==> src/rtl/isa_pkg.sv <==
// Shared encodings for the execute-stage multiply/divide unit.
package isa_pkg;
  localparam int REG_IDX_W = 3;
  localparam int DATA_W    = 16;

  typedef enum logic [1:0] {
    OP_MUL   = 2'b00,
    OP_MULHU = 2'b01,
    OP_DIVU  = 2'b10,
    OP_REMU  = 2'b11
  } op_e;

  typedef enum logic [1:0] {
    ST_IDLE = 2'b00,
    ST_RUN  = 2'b01,
    ST_DONE = 2'b10
  } state_e;
endpackage

==> src/rtl/mdu_step.sv <==
// One combinational iteration of shift-add multiply or restoring divide.
// Shared state layout: multiply uses st[2W-1:0] as the accumulator; divide uses {rem[W:0], quo[W-1:0]}.
module mdu_step #(
  parameter int WIDTH = 16
) (
  input  logic               is_div,
  input  logic [2*WIDTH:0]   st,
  input  logic [WIDTH-1:0]   b,
  output logic [2*WIDTH:0]   st_next
);
  logic [WIDTH:0]   hi_sum;
  logic [2*WIDTH:0] shl;
  logic [WIDTH+1:0] trial;

  always_comb begin
    hi_sum  = {1'b0, st[2*WIDTH-1:WIDTH]} + (st[0] ? {1'b0, b} : '0);
    shl     = {st[2*WIDTH-1:0], 1'b0};
    // Remainder after the shift, one spare top bit so the sign of the trial is visible.
    trial   = {st[2*WIDTH:WIDTH-1]} - {2'b00, b};
    st_next = {1'b0, hi_sum, st[WIDTH-1:1]};
    if (is_div) begin
      st_next = shl;
      if (!trial[WIDTH+1]) begin
        st_next[2*WIDTH:WIDTH] = trial[WIDTH:0];
        st_next[0]             = 1'b1;
      end
    end
  end
endmodule

==> src/rtl/mul_div_unit.sv <==
// Iterative 16-bit unsigned multiply/divide with a one-cycle register-file write-back.
module mul_div_unit
  import isa_pkg::*;
#(
  parameter int WIDTH = DATA_W
) (
  input  logic                 clk,
  input  logic                 reset,
  input  logic                 start,
  input  logic [1:0]           op,
  input  logic [WIDTH-1:0]     rs_data,
  input  logic [WIDTH-1:0]     rt_data,
  input  logic [REG_IDX_W-1:0] rd_in,
  output logic                 busy,
  output logic                 wb,
  output logic [REG_IDX_W-1:0] wb_rd,
  output logic [WIDTH-1:0]     wb_data
);
  localparam int CNT_W = $clog2(WIDTH);

  state_e               state;
  logic [CNT_W-1:0]     cnt;
  op_e                  op_q;
  logic [REG_IDX_W-1:0] rd_q;
  logic [WIDTH-1:0]     b_q;
  logic [2*WIDTH:0]     st_p0;
  logic [2*WIDTH:0]     st_next;
  logic                 accept;
  logic                 div_zero;
  logic                 is_div;

  function automatic logic [WIDTH-1:0] pick_result(input op_e o, input logic [2*WIDTH:0] s);
    case (o)
      OP_MUL, OP_DIVU: pick_result = s[WIDTH-1:0];
      default:         pick_result = s[2*WIDTH-1:WIDTH];
    endcase
  endfunction

  assign accept   = (state == ST_IDLE) && start;
  assign div_zero = op[1] && (rt_data == '0);
  assign is_div   = (op_q == OP_DIVU) || (op_q == OP_REMU);

  mdu_step #(.WIDTH(WIDTH)) u_step (
    .is_div  (is_div),
    .st      (st_p0),
    .b       (b_q),
    .st_next (st_next)
  );

  // Stage p0: operand/iteration registers, loaded at accept and stepped in RUN.
  // A zero divisor preloads {rem, quo} so DIVU reads all ones and REMU reads the dividend.
  always_ff @(posedge clk) begin
    if (accept) begin
      op_q  <= op_e'(op);
      rd_q  <= rd_in;
      b_q   <= rt_data;
      st_p0 <= div_zero ? {1'b0, rs_data, {WIDTH{1'b1}}} : {{(WIDTH+1){1'b0}}, rs_data};
    end else if (state == ST_RUN) begin
      st_p0 <= st_next;
    end
  end

  // Control and registered write-back outputs.
  always_ff @(posedge clk or posedge reset) begin
    if (reset) begin
      state   <= ST_IDLE;
      cnt     <= '0;
      busy    <= 1'b0;
      wb      <= 1'b0;
      wb_rd   <= '0;
      wb_data <= '0;
    end else begin
      case (state)
        ST_IDLE: begin
          if (start) begin
            busy <= 1'b1;
            cnt  <= '0;
            if (div_zero) begin
              state   <= ST_DONE;
              wb      <= 1'b1;
              wb_rd   <= rd_in;
              wb_data <= (op_e'(op) == OP_DIVU) ? {WIDTH{1'b1}} : rs_data;
            end else begin
              state <= ST_RUN;
            end
          end
        end
        ST_RUN: begin
          cnt <= cnt + 1'b1;
          if (cnt == CNT_W'(WIDTH - 1)) begin
            state   <= ST_DONE;
            wb      <= 1'b1;
            wb_rd   <= rd_q;
            wb_data <= pick_result(op_q, st_next);
          end
        end
        ST_DONE: begin
          state   <= ST_IDLE;
          busy    <= 1'b0;
          wb      <= 1'b0;
          wb_rd   <= '0;
          wb_data <= '0;
        end
        default: state <= ST_IDLE;
      endcase
    end
  end
endmodule

==> config.mk <==
export PLATFORM = sky130hd
export DESIGN_NAME = mul_div_unit
export DESIGN_NICKNAME = d
export VERILOG_FILES = /design/src/rtl/isa_pkg.sv /design/src/rtl/mdu_step.sv /design/src/rtl/mul_div_unit.sv
export SDC_FILE = /design/constraint.sdc
export NUM_CORES = 1
export LEC_CHECK = 0
export ABC_CLOCK_PERIOD_IN_PS = 3600
export CORE_AREA = 2 2 108 110
export CTS_BUF_LIST = sky130_fd_sc_hd__clkbuf_4 sky130_fd_sc_hd__clkbuf_8 sky130_fd_sc_hd__clkbuf_16
export DETAILED_ROUTE_END_ITERATION = 12
export DIE_AREA = 0 0 110 112
export GPL_TIMING_DRIVEN = 0
export PLACE_DENSITY_LB_ADDON = 0.2
export REMOVE_ABC_BUFFERS = 1
export SETUP_SLACK_MARGIN = 0.02
export SLEW_MARGIN = 20
export SYNTH_ARGS = -nofsm -noshare
export SYNTH_HDL_FRONTEND = slang
export SYNTH_SLANG_ARGS = --single-unit
==> constraint.sdc <==
create_clock -name clk -period 3.6 [get_ports clk]
set_input_delay 0.72 -clock clk [delete_from_list [all_inputs] [get_ports clk]]
set_output_delay 0.72 -clock clk [all_outputs]
set_load 0.05 [all_outputs]
==> impl_metrics.py <==
metrics = {
    "cells_and_area": {
        "final_cells": 880,
        "multiInputGateArea_um2": 3620,
        "drive_gt1_share_pct": 11.3,
        "area_growth_pct": 21.9,
        "insertedDiodeCount": 0,
        "fillCellCount": 869,
        "seqCellArea_um2": 2300,
        "finalNetCount": 811,
    },
    "status": {
        "status": "completed",
    },
    "setup_path": {
        "cp_max_fo": 10,
        "critPathLaunchType": "flop",
        "arrival_ps": 3660,
        "worst_setup_path_end_kind": "flop",
        "crit_path_cell_trace": "ha_2, nand3_1, or4_1, a21o_1, a21boi_4, nor3_4, nor2_4, mux2_2, a211oi_1, o31ai_1",
        "cpPeakStageDelay_ps": 530,
        "rr_endpoint": "wb_data[1]",
        "r2r_start": "st_p0[24]",
        "timing.reg2reg.setup_slack_ps": 160,
        "critPathTopFamily": "simple AND/OR/NAND/NOR gates",
        "worstPathBufferInverterCount": 0,
        "crit_type": "reg -> reg",
        "crit_required_ps": 3820,
        "cpMaxStageDelayCell": "or4_1",
        "reg2regPathDepth": 10,
    },
    "synthesis": {
        "synthFlopType": "edfxtp_1",
        "syn_area_um2": 6060,
        "synth.top_cells.by_area": "edfxtp_1 (27%), dfrtp_1 (11%), ha_1 (7.6%)",
        "syn_avg_cell_area_um2": 9.00,
        "synthCells": 673,
        "async_flop_share_pct": 33.3,
        "yosysTopAreaCell": "edfxtp_1",
        "synth_edf_count": 54,
        "yosys_warnings": 0,
        "ys_seq_area_share_pct": 37.9,
        "yosys_register_bits": 81,
        "yosys.area.top_type_share_pct": 26.8,
        "ys_types": 70,
    },
    "worst_hold_path": {
        "min_path_cells": 2,
        "worstHoldStart": "busy",
        "holdPathEnd": "busy",
        "hold_class": "reg -> reg",
    },
    "sta": {
        "finalHoldViolCount": 0,
        "rsz0062_at_grt": "no",
        "skew_ps": 7.86,
        "fmax_mhz": 291,
        "tns_ps": 0,
        "worst_slack_ps": 160,
        "drv_slew": 0,
        "fin_crit_sh_pct": 95.6,
        "setup-violations-final": 0,
        "worst_pin_slew_ps": 810,
        "slew_headroom_pct": 45.7,
        "fin_crit_ps": 3440,
        "hold_ws_ps": 491,
    },
    "placed_design": {
        "portBuffers": 60,
        "dpl.hpwl_um": 12600,
        "dp_slack_ps": -1040,
        "place_congestion": 0.926,
        "dp_cells": 852,
    },
    "global_routing": {
        "grt_pass1_vias": 5590,
        "grt_overflow": 0,
        "antenna_found_initial": 1,
        "use_met1_pct": 39.1,
        "grt_pass1_wl_um": 27800,
        "track_usage_pct": 29.1,
        "grtUsageMet3_pct": 5.39,
        "use_met2_pct": 46.5,
        "grt_max_degree": 46,
        "grt.busiest_layer": "met2",
    },
    "detailed_routing": {
        "wl_um": 17300,
        "drc_errors": 0,
        "final_antenna_net_count": 0,
        "drt_iter0_markers": 472,
        "vias": 5601,
        "wl_per_cell_um": 19.6,
        "vias_per_cell": 6.36,
        "dr.pass1.iters": 5,
    },
    "floorplanning": {
        "num_rows": 39,
        "initial_utilization_pct": 54.2,
        "coreArea_um2": 11200,
        "fp.dieW_um": 110,
        "ios": 61,
        "die_y_um": 112,
        "dieArea_um2": 12300,
    },
    "run": {
        "drv_cap": 0,
    },
    "clock_network": {
        "cts_sinks": 81,
        "numCtsBuffers": 9,
        "htreeDepth": 3,
        "cts_root_buf": "clkbuf_16",
        "clk_path_buf_depth": 2,
        "cts_tree": "built",
        "worstSkewPairLatency_ps": 350,
        "clk_pin_slew_ps": 70,
    },
    "pwr": {
        "p_leak_nw": 2.98,
        "powerDensity_nw_per_um2": 1130,
        "power_mw": 8.35,
        "vdd_drop_max_mv": 0.810,
    },
}
[metrics by stage]
| stage | area [µm²] | utilization [%] |
|---|---|---|
| floorplan | 5910 | - |
| detailed placement | 6830 | 61.1 |
| global placement | 6690 | 59.9 |
| finish | 7390 | 66.1 |
| global route | 7390 | 66.1 |
| CTS | 7260 | 65.0 |
[synth_stat cells (all sizes together), types with 5 or more instances]
cell type   n
a21o        8
xor2        7
o21ai      33
o31ai       9
a21oi      75
mux2i      23
clkbuf     30
and3        5
inv        36
nand3      12
and2       24
nor2b      14
xnor2      13
or2         6
a31oi      11
nand2b      8
nand2      43
ha         37
a211oi     17
nor3       48
a31o        5
dfrtp      27
nor4        6
nor2       51
edfxtp     54
[cell type report]
cell class,count,area share (%)
well taps,143,2.42
clock buffers,14,4.35
repair buffers,82,11.1
flip-flops and latches,81,31.1
multi-input cells,522,49.0
inverters,36,1.83
clock inverters,2,0.186
[timing repair]
action | in CTS | in global routing
hold buffers | 0 | 0
setup endpoints to repair | 19 | 19
pin swaps | 2 | 6
setup buffers | 2 | 10
resized for setup | 16 | 11
[how the worst max path moves through the flow]
stage / from / to / slack (ps) / cells after the start
4_1_cts: st_p0[24] / wb_data[11] / 50 / 10
3_5_place_dp: rt_data[8] / wb_data[6] / -1040 / 12
6_report: st_p0[24] / wb_data[1] / 160 / 10
5_1_grt: st_p0[0] / wb_data[12] / 20 / 11
2_1_floorplan: rt_data[4] / wb_data[6] / -1950 / 8
3_3_place_gp: op[1] / wb_data[5] / -5210 / 10
[routing by layer]
layer,wire length [µm],vias up
met1,7170,2678
met5,0,-
met4,397,0
met3,1390,33
met2,8330,256
li1,-,2634
[registers in the layout, indices dropped and copies added, names as in the netlist]
signal and cells:
b_q 16, busy 1, cnt 4, op_q 2, rd_q 3, st_p0 33, state 2, wb 1
wb_data 16, wb_rd 3
[kinds of logic after synthesis]
logic type      count (synthesis)  share of synthesized area, %
compound gates                204                          22.1
xor+xnor                       20                          2.89
fa+ha+maj                      39                          8.30
buf+inv                        70                          4.65
flops                          81                          37.9
mux                            27                          4.79
simple gates                  232                          19.3
[worst min-delay path: cells and delay by family, from the launching register on]
kind	cells	cell delay, ps
flops	1	340
compound gates	1	60
simple gates	1	50
[placed cells by master, fill, tap and decap left out, types with 16 or more instances in the layout]
| cell type | count |
|---|---|
| nor3_1 | 47 |
| inv_1 | 34 |
| and2_1 | 24 |
| mux2i_1 | 23 |
| clkdlybuf4s50_1 | 59 |
| ha_1 | 34 |
| edfxtp_1 | 54 |
| a21oi_1 | 72 |
| dfrtp_1 | 27 |
| a211oi_1 | 16 |
| o21ai_0 | 32 |
| nand2_1 | 41 |
| nor2_1 | 49 |
[report_power, final]
group	internal [mW]	switching, mW
clock	0.621	0.394
sequential	1.57	0.359
combinational	2.17	3.23
total	4.37	3.98
Note: power is estimated with default switching activity, not from simulation.
